## src/rtl/mod_counter.sv

```systemverilog
// Parametrised up/down modulo counter with load, soft clear, wrap-or-saturate
// behaviour and a combinational terminal-count output for cascading.
module mod_counter #(
  parameter int unsigned      WIDTH    = 4,
  parameter longint unsigned  MODULUS  = 16,
  parameter bit               SATURATE = 1'b0
) (
  input  logic             clk,
  input  logic             reset,
  input  logic             clear,
  input  logic             load,
  input  logic [WIDTH-1:0] load_val,
  input  logic             en,
  input  logic             up,
  output logic [WIDTH-1:0] count,
  output logic             tc,
  output logic             wrap,
  output logic             sat
);

  localparam logic [WIDTH-1:0] MAX = WIDTH'(MODULUS - 64'd1);

  logic [WIDTH-1:0] count_q, count_d;
  logic             wrap_q, wrap_d;
  logic             sat_q, sat_d;
  logic             at_max, at_zero;

  assign at_max  = (count_q == MAX);
  assign at_zero = (count_q == '0);

  always_comb begin
    count_d = count_q;
    wrap_d  = 1'b0;
    sat_d   = sat_q;
    if (clear) begin
      count_d = '0;
    end else if (load) begin
      count_d = (load_val > MAX) ? MAX : load_val;
      sat_d   = 1'b0;
    end else if (en) begin
      // At a range end: either wrap to the opposite end or hold and flag.
      if (up) begin
        if (!at_max) begin
          count_d = count_q + WIDTH'(1);
        end else if (SATURATE) begin
          sat_d = 1'b1;
        end else begin
          count_d = '0;
          wrap_d  = 1'b1;
        end
      end else begin
        if (!at_zero) begin
          count_d = count_q - WIDTH'(1);
        end else if (SATURATE) begin
          sat_d = 1'b1;
        end else begin
          count_d = MAX;
          wrap_d  = 1'b1;
        end
      end
    end
  end

  always_ff @(posedge clk) begin
    if (reset) begin
      count_q <= '0;
      wrap_q  <= 1'b0;
      sat_q   <= 1'b0;
    end else begin
      count_q <= count_d;
      wrap_q  <= wrap_d;
      sat_q   <= sat_d;
    end
  end

  assign count = count_q;
  assign wrap  = wrap_q;
  assign sat   = sat_q;
  assign tc    = en & ((up & at_max) | (~up & at_zero));

endmodule

```

## config.mk

```make
export PLATFORM = sky130hd
export DESIGN_NAME = mod_counter
export DESIGN_NICKNAME = d
export VERILOG_FILES = /design/src/rtl/mod_counter.sv
export SDC_FILE = /design/constraint.sdc
export NUM_CORES = 1
export LEC_CHECK = 0
export CAP_MARGIN = 0
export CELL_PAD_IN_SITES_DETAIL_PLACEMENT = 0
export CELL_PAD_IN_SITES_GLOBAL_PLACEMENT = 1
export CORE_AREA = 8 8 45 47
export CTS_BUF_LIST = sky130_fd_sc_hd__clkbuf_4
export DETAILED_ROUTE_END_ITERATION = 16
export DIE_AREA = 0 0 53 55
export HOLD_SLACK_MARGIN = 0.05
export MAX_ROUTING_LAYER = met4
export PLACE_DENSITY_LB_ADDON = 0.08
export SLEW_MARGIN = 20
export SYNTH_ARGS = -nofsm -noshare
export SYNTH_HDL_FRONTEND = slang
export SYNTH_SLANG_ARGS = --single-unit
export TNS_END_PERCENT = 50
```

## constraint.sdc

```tcl
create_clock -name clk -period 3.2 [get_ports clk]
set_input_delay 0.32 -clock clk [delete_from_list [all_inputs] [get_ports clk]]
set_output_delay 0.32 -clock clk [all_outputs]
set_load 0.03 [all_outputs]
```

==> Yosys cells after proc, flatten, opt, wreduce, memory -nomap -nowiden <==
Index checks and enable logic that the tools add are counted.
{ "op_classes": {"addsub": 2, "n_mul": 0, "div_mod_pow": 0, "n_lt_le_gt_ge": 1, "eq_ne": 1, "shifts": 0, "n_mux": 9, "bitwise_logic": 6, "reduce_logical": 4} }
{ "ops": {"columns": ["operator", "n"], "rows": [
  ["2-to-1 mux 4 bit", 6],
  ["adder 4 x 1 -> 4 bit (second input constant)", 1],
  ["== test 4 bit (second input constant)", 1],
  ["greater-than comparator 4 bit (second input constant)", 1],
  ["logical NOT 4 bit", 1],
  ["OR reduction 4 bit", 1],
  ["subtractor 4 x 1 -> 4 bit (second input constant)", 1],
  ["AND 1 bit", 3],
  ["2-to-1 mux 1 bit", 3],
  ["NOT 1 bit", 2],
  ["nonzero test 2 bit", 1],
  ["OR reduction 2 bit", 1],
  ["OR 1 bit", 1]
]} }
{ "word_totals": {"ff_bits": 5, "latchBits": 0, "ram_bits": 0, "rom_bits": 0, "inputBits": 10, "out_inout_bits": 7, "elab_cells": 25, "n_memories": 0} }

==> Longest topological paths before layout <==
Gate-level depths: netlist (run 1).
{ "logic_depth": {"ltp_word": 5, "mapped_depth": 6, "depth_no_buf": 6} }

==> Least setup slack after synthesis (run 1) <==
Ideal clock, no wire load.
{ "synth_path": {"path_kind": "register -> output", "start": "reg count_q[1], in the netlist count[1]", "end": "out tc", "arrival_ns": 1.458, "required_ns": 2.880, "path_slack_ns": 1.422, "stages_incl_launch_ff": 4, "n_path_buf": 0, "cell_sequence": "dfxtp_1 ha_1 a41oi_1 nor2b_1"} }
{ "synth_via": {"elab_chain_cells": 4, "word_cells_on_any_way": 6, "classes_between": "1 x eq/ne; 4 x bitwise; 1 x reduce/logical"} }
{ "synth_rtl": {"columns": ["element", "line_no", "source"], "rows": [
  ["start: declaration", "23", "logic [WIDTH-1:0] count_q, count_d;"],
  ["start signal: assignment", "70", "count_q <= count_d;"],
  ["== test 4 bit / logical NOT 4 bit (equally long branches)", "28, 29", null],
  ["AND 1 bit", "79", "assign tc = en & ((up & at_max) | (~up & at_zero));"],
  ["OR 1 bit *", "79", null],
  ["AND 1 bit *", "79", null],
  ["end: declaration", "16", "output logic tc,"]
]} }
Every way passes the cells marked *; elsewhere a longest branch is shown, timed or not.

==> Worst setup path after layout (run 1) <==
{ "layout_path": {"start": "in up", "end": "out tc"} }
{ "layout_via": {"elab_chain_cells": 4, "word_cells_on_any_way": 5, "classes_between": "5 x bitwise"} }
{ "layout_rtl": {"columns": ["element", "line_no", "source"], "rows": [
  ["start: declaration", "14", "input logic up,"],
  ["NOT 1 bit", "79", null],
  ["AND 1 bit", "79", null],
  ["OR 1 bit *", "79", null],
  ["AND 1 bit *", "79", null]
]} }
Marked as above.

==> flow_metrics.py, run 1 <==
metrics = {
    "status": {
        "status": "completed",
    },
    "route": {
        "drcViolationCount": 0,
        "ant_nets": 0,
        "dr.pass1.iters": 4,
        "vias": 378,
        "post_drt_wl_per_cell_um": 12.5,
        "vias_per_cell": 4.85,
        "routed_wirelength_um": 973,
        "drtIter0Drc": 3,
    },
    "final_layout": {
        "final_common_cell": "clkdlybuf4s50_1",
        "final_cell_mix": "15 x clkdlybuf4s50_1, 5 x dfxtp_1, 4 x clkbuf_4",
        "nFillCells": 152,
        "drive_above_1_share_pct": 12.9,
        "area_growth_pct": 52.4,
        "nNetsFinal": 75,
        "diodes": 0,
        "fin_util_pct": 40.5,
        "fin_cells": 78,
    },
    "grt": {
        "antenna_found_initial": 0,
        "grt_pass1_vias": 354,
        "grt_max_degree": 9,
        "grt_use_total_pct": 7.32,
        "grt_pass1_wl_um": 1520,
        "grt_overflow": 0,
    },
    "synth": {
        "ys_ff_latch": 5,
        "yosysWarnings": 0,
        "avgSynthCellArea_sq_um": 8.36,
        "synth_area_sq_um": 368,
        "ys_seq_area_share_pct": 27.2,
        "synth_cell_types": 28,
        "syn_nets": 56,
        "netlist_instances": 44,
    },
    "sta": {
        "hold_viol": 0,
        "setup_viol": 0,
        "clock_skew_ns": 0.00623,
        "fmax_ghz": 0.419,
        "finalCriticalPeriod_ns": 2.39,
        "fin_crit_sh_pct": 74.6,
        "rsz0062_at_grt": "no",
        "fin_ws_ns": 0.813,
        "drv_slew": 0,
        "tns_ns": 0,
    },
    "cts": {
        "cts.sinks": 5,
        "cts-hold-fix-buffers": 0,
        "cts_tree": "built",
        "cts_setup_buffers": 0,
        "cts-root-buf": "clkbuf_4",
        "worstSkewPairLatency_ns": 0.24,
        "ctsResizeCount": 0,
        "htreeDepth": 1,
        "clkTransAtPathRegs_ns": 0.05,
        "cts_buffers": 3,
        "cts_max_path_buffers": 2,
    },
    "floorplanning": {
        "initial_core_util_pct": 26.6,
        "core_sq_um": 1380,
        "die_h_um": 55,
        "ios": 17,
        "die_x_um": 53,
        "rows": 14,
        "die_area_sq_um": 2920,
    },
    "placed_design": {
        "place_ws_ns": 0.775,
        "hpwl_um": 797,
        "dp.cells": 74,
        "port_buffers": 15,
        "finalWeightedCongestion": 0.684,
    },
    "pwr": {
        "p_per_area_nw_per_um2": 364,
        "vdd_ir_drop_max_mv": 0.158,
        "leakage_nw": 0.211,
    },
    "setup_path": {
        "cp-end-kind": "output port",
        "cp.required_ns": 2.88,
        "cp_max_fo": 6,
        "worstSetupPathType": "in -> out",
        "critPathArrivalTime_ns": 2.07,
        "startpoint_type": "input pin",
    },
    "min_path": {
        "hp-class": "reg -> reg",
    },
    "run": {
        "drv_cap": 0,
    },
}
==> cell usage after synthesis (all sizes together) <==
master | number | area (sq um)
conb | 1 | 3.75
o21ai | 2 | 10.0
dfxtp | 5 | 100
a41oi | 1 | 8.76
o311a | 1 | 10.0
mux2i | 1 | 10.0
nand2b | 1 | 6.26
a2111oi | 1 | 15.0
nor2b | 1 | 6.26
or4 | 1 | 7.51
nor3 | 2 | 10.0
nor2 | 3 | 11.3
a21oi | 4 | 23.8
o211ai | 1 | 7.51
or3 | 1 | 6.26
and2 | 1 | 6.26
a21bo | 1 | 10.0
o21bai | 1 | 7.51
nor4b | 1 | 8.76
buf | 1 | 7.51
ha | 2 | 25.0
xnor2 | 3 | 26.3
nor4bb | 1 | 10.0
inv | 4 | 15.0
nand2 | 2 | 7.51
a21boi | 1 | 7.51
==> routing by layer <==
layer	routed length, um	up-vias	global-route usage [%]	part of all wire (%)
met5	0	-	-	0
met4	20	0	5.17	2.1
met3	84	3	1.87	8.6
met2	430	13	10.7	44
met1	437	168	8.50	45
li1	-	194	-	-
==> state kept, by name, summed over array words and instances (netlist names) <==
| signal | count |
|---|---|
| count | 4 |
| wrap | 1 |
==> worst max-delay path, cell delays in order <==
cell and delay, ns:
clkdlybuf4s50_1 0.51, nand2b_1 0.21, nor3_1 0.13, a41oi_1 0.09, nor2b_1 0.15, clkdlybuf4s50_1 0.67
==> logic make-up after synthesis <==
| group | synth area share (%) |
|---|---|
| simple gates | 21.8 |
| fa+ha+maj | 6.80 |
| xor+xnor | 7.14 |
| mux | 2.72 |
| compound gates | 27.2 |
| buf+inv | 6.12 |
| other cells | 1.02 |
| flops | 27.2 |
==> area by class of cell <==
class                   instances  area, sq um  share of cell area, %
well taps                      16         20.0                   3.57
inverters                       4         15.0                   2.68
flip-flops and latches          5          100                   17.9
multi-input cells              34          245                   43.7
repair buffers                 15          150                   26.8
clock buffers                   4         30.0                   5.36
==> final timing paths <==
path | to | cells past startpoint | start | slack (ns)
max reg2reg | count[2]$_SDFFE_PP0P_ | 6 | count[0]$_SDFFE_PP0P_ | 1.69
min reg2reg | count[2]$_SDFFE_PP0P_ | 2 | count[2]$_SDFFE_PP0P_ | 0.70
min | count[2]$_SDFFE_PP0P_ | 2 | count[2]$_SDFFE_PP0P_ | 0.70
max | tc | 6 | up | 0.81
==> power by group <==
| group | switching [mW] | leakage (nW) | internal (mW) | total [mW] |
|---|---|---|---|---|
| sequential | 0.00481 | 0.0409 | 0.0653 | 0.0701 |
| combinational | 0.0260 | 0.152 | 0.0278 | 0.0539 |
| clock | 0.0245 | 0.0184 | 0.0555 | 0.0800 |
| total | 0.0553 | 0.211 | 0.149 | 0.204 |
==> per-stage QoR <==
step	hold WS (ns)	power (mW)	cell area [sq um]
after floorplan	0.389	0.100	368
after global placement	0.692	0.126	531
after detailed placement	0.698	0.126	531
after CTS	0.693	0.208	561
after global routing	0.709	0.216	561
final	0.700	0.204	561
Power figures use the tool's default switching activity.
==> inputs of run 2 (changes only) <==
--- a/config.mk
+++ b/config.mk
@@ -8,10 +8,10 @@
 export CAP_MARGIN = 0
 export CELL_PAD_IN_SITES_DETAIL_PLACEMENT = 0
 export CELL_PAD_IN_SITES_GLOBAL_PLACEMENT = 1
-export CORE_AREA = 8 8 45 47
+export CORE_MARGIN = 8
+export CORE_UTILIZATION = 28
 export CTS_BUF_LIST = sky130_fd_sc_hd__clkbuf_4
 export DETAILED_ROUTE_END_ITERATION = 16
-export DIE_AREA = 0 0 53 55
 export HOLD_SLACK_MARGIN = 0.05
 export MAX_ROUTING_LAYER = met4
 export PLACE_DENSITY_LB_ADDON = 0.08
==> constraint.sdc (replaced) <==
create_clock -name clk -period 2.3 [get_ports clk]
set_input_delay 0.23 -clock clk [delete_from_list [all_inputs] [get_ports clk]]
set_output_delay 0.23 -clock clk [all_outputs]
set_load 0.03 [all_outputs]
==> run 2 against run 1 <==
Against the previous run: cell area up 4.2%; sequential power grew 38%; global-route usage rose by 1.2 points; first-iteration DRC count down 33%; sequential share of layout area shrank 0.73 points; clock power grew 46%; worst setup slack lost 0.37 ns; clock skew fell by 0.0017 ns; core utilization grew 5.5 points.
==> flow_metrics.py, run 2 (synthesized netlist as in run 1, its figures left out) <==
metrics = {
    "final_layout": {
        "final_cell_mix": "14 x clkdlybuf4s50_1, 5 x dfxtp_1, 4 x clkbuf_4",
        "diodes": 0,
        "fin_cells": 80,
        "nFillCells": 130,
        "nNetsFinal": 78,
        "area_growth_pct": 58.8,
        "final_common_cell": "clkdlybuf4s50_1",
        "largest_reg_flops": 4,
        "fin_util_pct": 46.1,
        "drive_above_1_share_pct": 16.9,
    },
    "floorplanning": {
        "die_h_um": 52.2,
        "initial_core_util_pct": 29.0,
        "die_x_um": 52.2,
        "core_sq_um": 1270,
        "die_area_sq_um": 2730,
        "rows": 13,
        "ios": 17,
    },
    "setup_path": {
        "cp.required_ns": 2.07,
        "crit_start": "count[1]$_SDFFE_PP0P_",
        "reg2reg_to": "count[2]$_SDFFE_PP0P_",
        "worstSetupPathType": "reg -> out",
        "r2r_slack_ns": 0.82,
        "regToRegStartpoint": "count[1]$_SDFFE_PP0P_",
        "critPathArrivalTime_ns": 1.62,
        "cp_max_fo": 7,
        "r2r_cells": 6,
        "cp-end-kind": "output port",
        "startpoint_type": "flop",
    },
    "grt": {
        "grt_pass1_wl_um": 1750,
        "grtUsageMet2_pct": 13.0,
        "grt_pass1_vias": 411,
        "use_met3_pct": 3.13,
        "grt_overflow": 0,
        "antenna_found_initial": 0,
        "grt_use_total_pct": 8.56,
        "grt_max_degree": 9,
        "grtUsageMet1_pct": 9.34,
        "busiest_layer": "met2",
    },
    "cts": {
        "cts_buffers": 3,
        "cts_setup_buffers": 0,
        "cts.sinks": 5,
        "cts_tree": "built",
        "cts-root-buf": "clkbuf_4",
        "cts_max_path_buffers": 2,
        "worstSkewPairLatency_ns": 0.25,
        "cts-hold-fix-buffers": 0,
        "clkTransAtPathRegs_ns": 0.05,
        "htreeDepth": 1,
    },
    "min_path": {
        "hold_path_end": "count[2]$_SDFFE_PP0P_",
        "min_from": "clear",
        "hold_depth": 2,
        "hp-class": "in -> reg",
    },
    "pwr": {
        "power.internal_mw": 0.210,
        "power.share.clock_pct": 39.8,
        "switching_power_mw": 0.0833,
        "combPwrFrac_pct": 27.3,
        "switching_share_pct": 28.4,
        "leakage_nw": 0.242,
        "seqPwrFrac_pct": 32.9,
        "p_per_area_nw_per_um2": 502,
        "vdd_ir_drop_max_mv": 0.263,
    },
    "placed_design": {
        "hpwl_um": 844,
        "finalWeightedCongestion": 0.794,
        "port_buffers": 15,
        "place_ws_ns": 0.204,
        "dp.cells": 76,
    },
    "sta": {
        "rsz0062_at_grt": "no",
        "clock_skew_ns": 0.00453,
        "setup_viol": 0,
        "fin_crit_sh_pct": 80.6,
        "fin_ws_ns": 0.446,
        "fmax_ghz": 0.540,
        "finalCriticalPeriod_ns": 1.85,
        "hold_viol": 0,
        "tns_ns": 0,
        "drv_slew": 0,
    },
    "run": {
        "drv_cap": 0,
    },
    "status": {
        "status": "completed",
    },
    "route": {
        "ant_nets": 0,
        "drtIter0Drc": 2,
        "post_drt_wl_per_cell_um": 12.5,
        "routed_wirelength_um": 1000,
        "dr.pass1.iters": 4,
        "vias_per_cell": 4.81,
        "vias": 385,
        "drcViolationCount": 0,
    },
}
[run 2: cell count changes in the layout (fill, tap and decap cells not counted)]
cell             change
clkdlybuf4s50_1      -1
buf_4                +3
dlymetal6s2s_1       +1
[run 2: through the flow]
| stage | hold slack [ns] | instance area (sq um) | total power, mW |
|---|---|---|---|
| 3_5_place_dp | 0.679 | 552 | 0.178 |
| 4_1_cts | 0.605 | 582 | 0.297 |
| 2_1_floorplan | 0.299 | 368 | 0.140 |
| 3_3_place_gp | 0.676 | 552 | 0.177 |
| 5_1_grt | 0.604 | 584 | 0.310 |
| 6_report | 0.607 | 584 | 0.293 |
[run 2: per-layer routing]
layer  wire length (um)  up-vias
li1                   -      201
met1                438      167
met2                473       13
met3                 69        4
met4                 21        0
met5                  0        -
[run 2: worst max-delay path, cell delays in order, from the launching register on]
cell and delay, ns:
dfxtp_1 0.44, inv_2 0.06, ha_1 0.20, nand2b_1 0.10, nor3_1 0.05, a41oi_1 0.22, nor2b_1 0.07, dlymetal6s2s_1 0.24
[run 2: area by class of cell]
| cell class | instances | area [sq um] | share of cell area (%) |
|---|---|---|---|
| Multi-Input combinational cell | 34 | 245 | 42.0 |
| Clock buffer | 4 | 30.0 | 5.14 |
| Tap cell | 15 | 18.8 | 3.21 |
| Timing Repair Buffer | 18 | 175 | 30.0 |
| Sequential cell | 5 | 100 | 17.1 |
| Inverter | 4 | 15.0 | 2.57 |
[run 2: power groups by stage]
stage               registers, mW  logic, mW  clock network [mW]
finish                     0.0965     0.0801               0.117
global placement           0.0981     0.0789                   0
CTS                        0.0964     0.0807               0.120
global route               0.0974     0.0867               0.126
detailed placement         0.0981     0.0801                   0
floorplan                   0.105     0.0347                   0
[run 2: worst max path at each step]
stage | endpoint | slack (ns) | cells past startpoint
final | tc | 0.45 | 7
after global routing | tc | 0.31 | 7
after CTS | tc | 0.07 | 7
after detailed placement | tc | 0.20 | 6
after global placement | tc | 0.24 | 6
after floorplan | tc | 0.61 | 3
[run 2: repair_timing]
action,CTS,global route
setup endpoints to repair,0,1
gates resized for setup,0,1
hold endpoints to repair,0,0
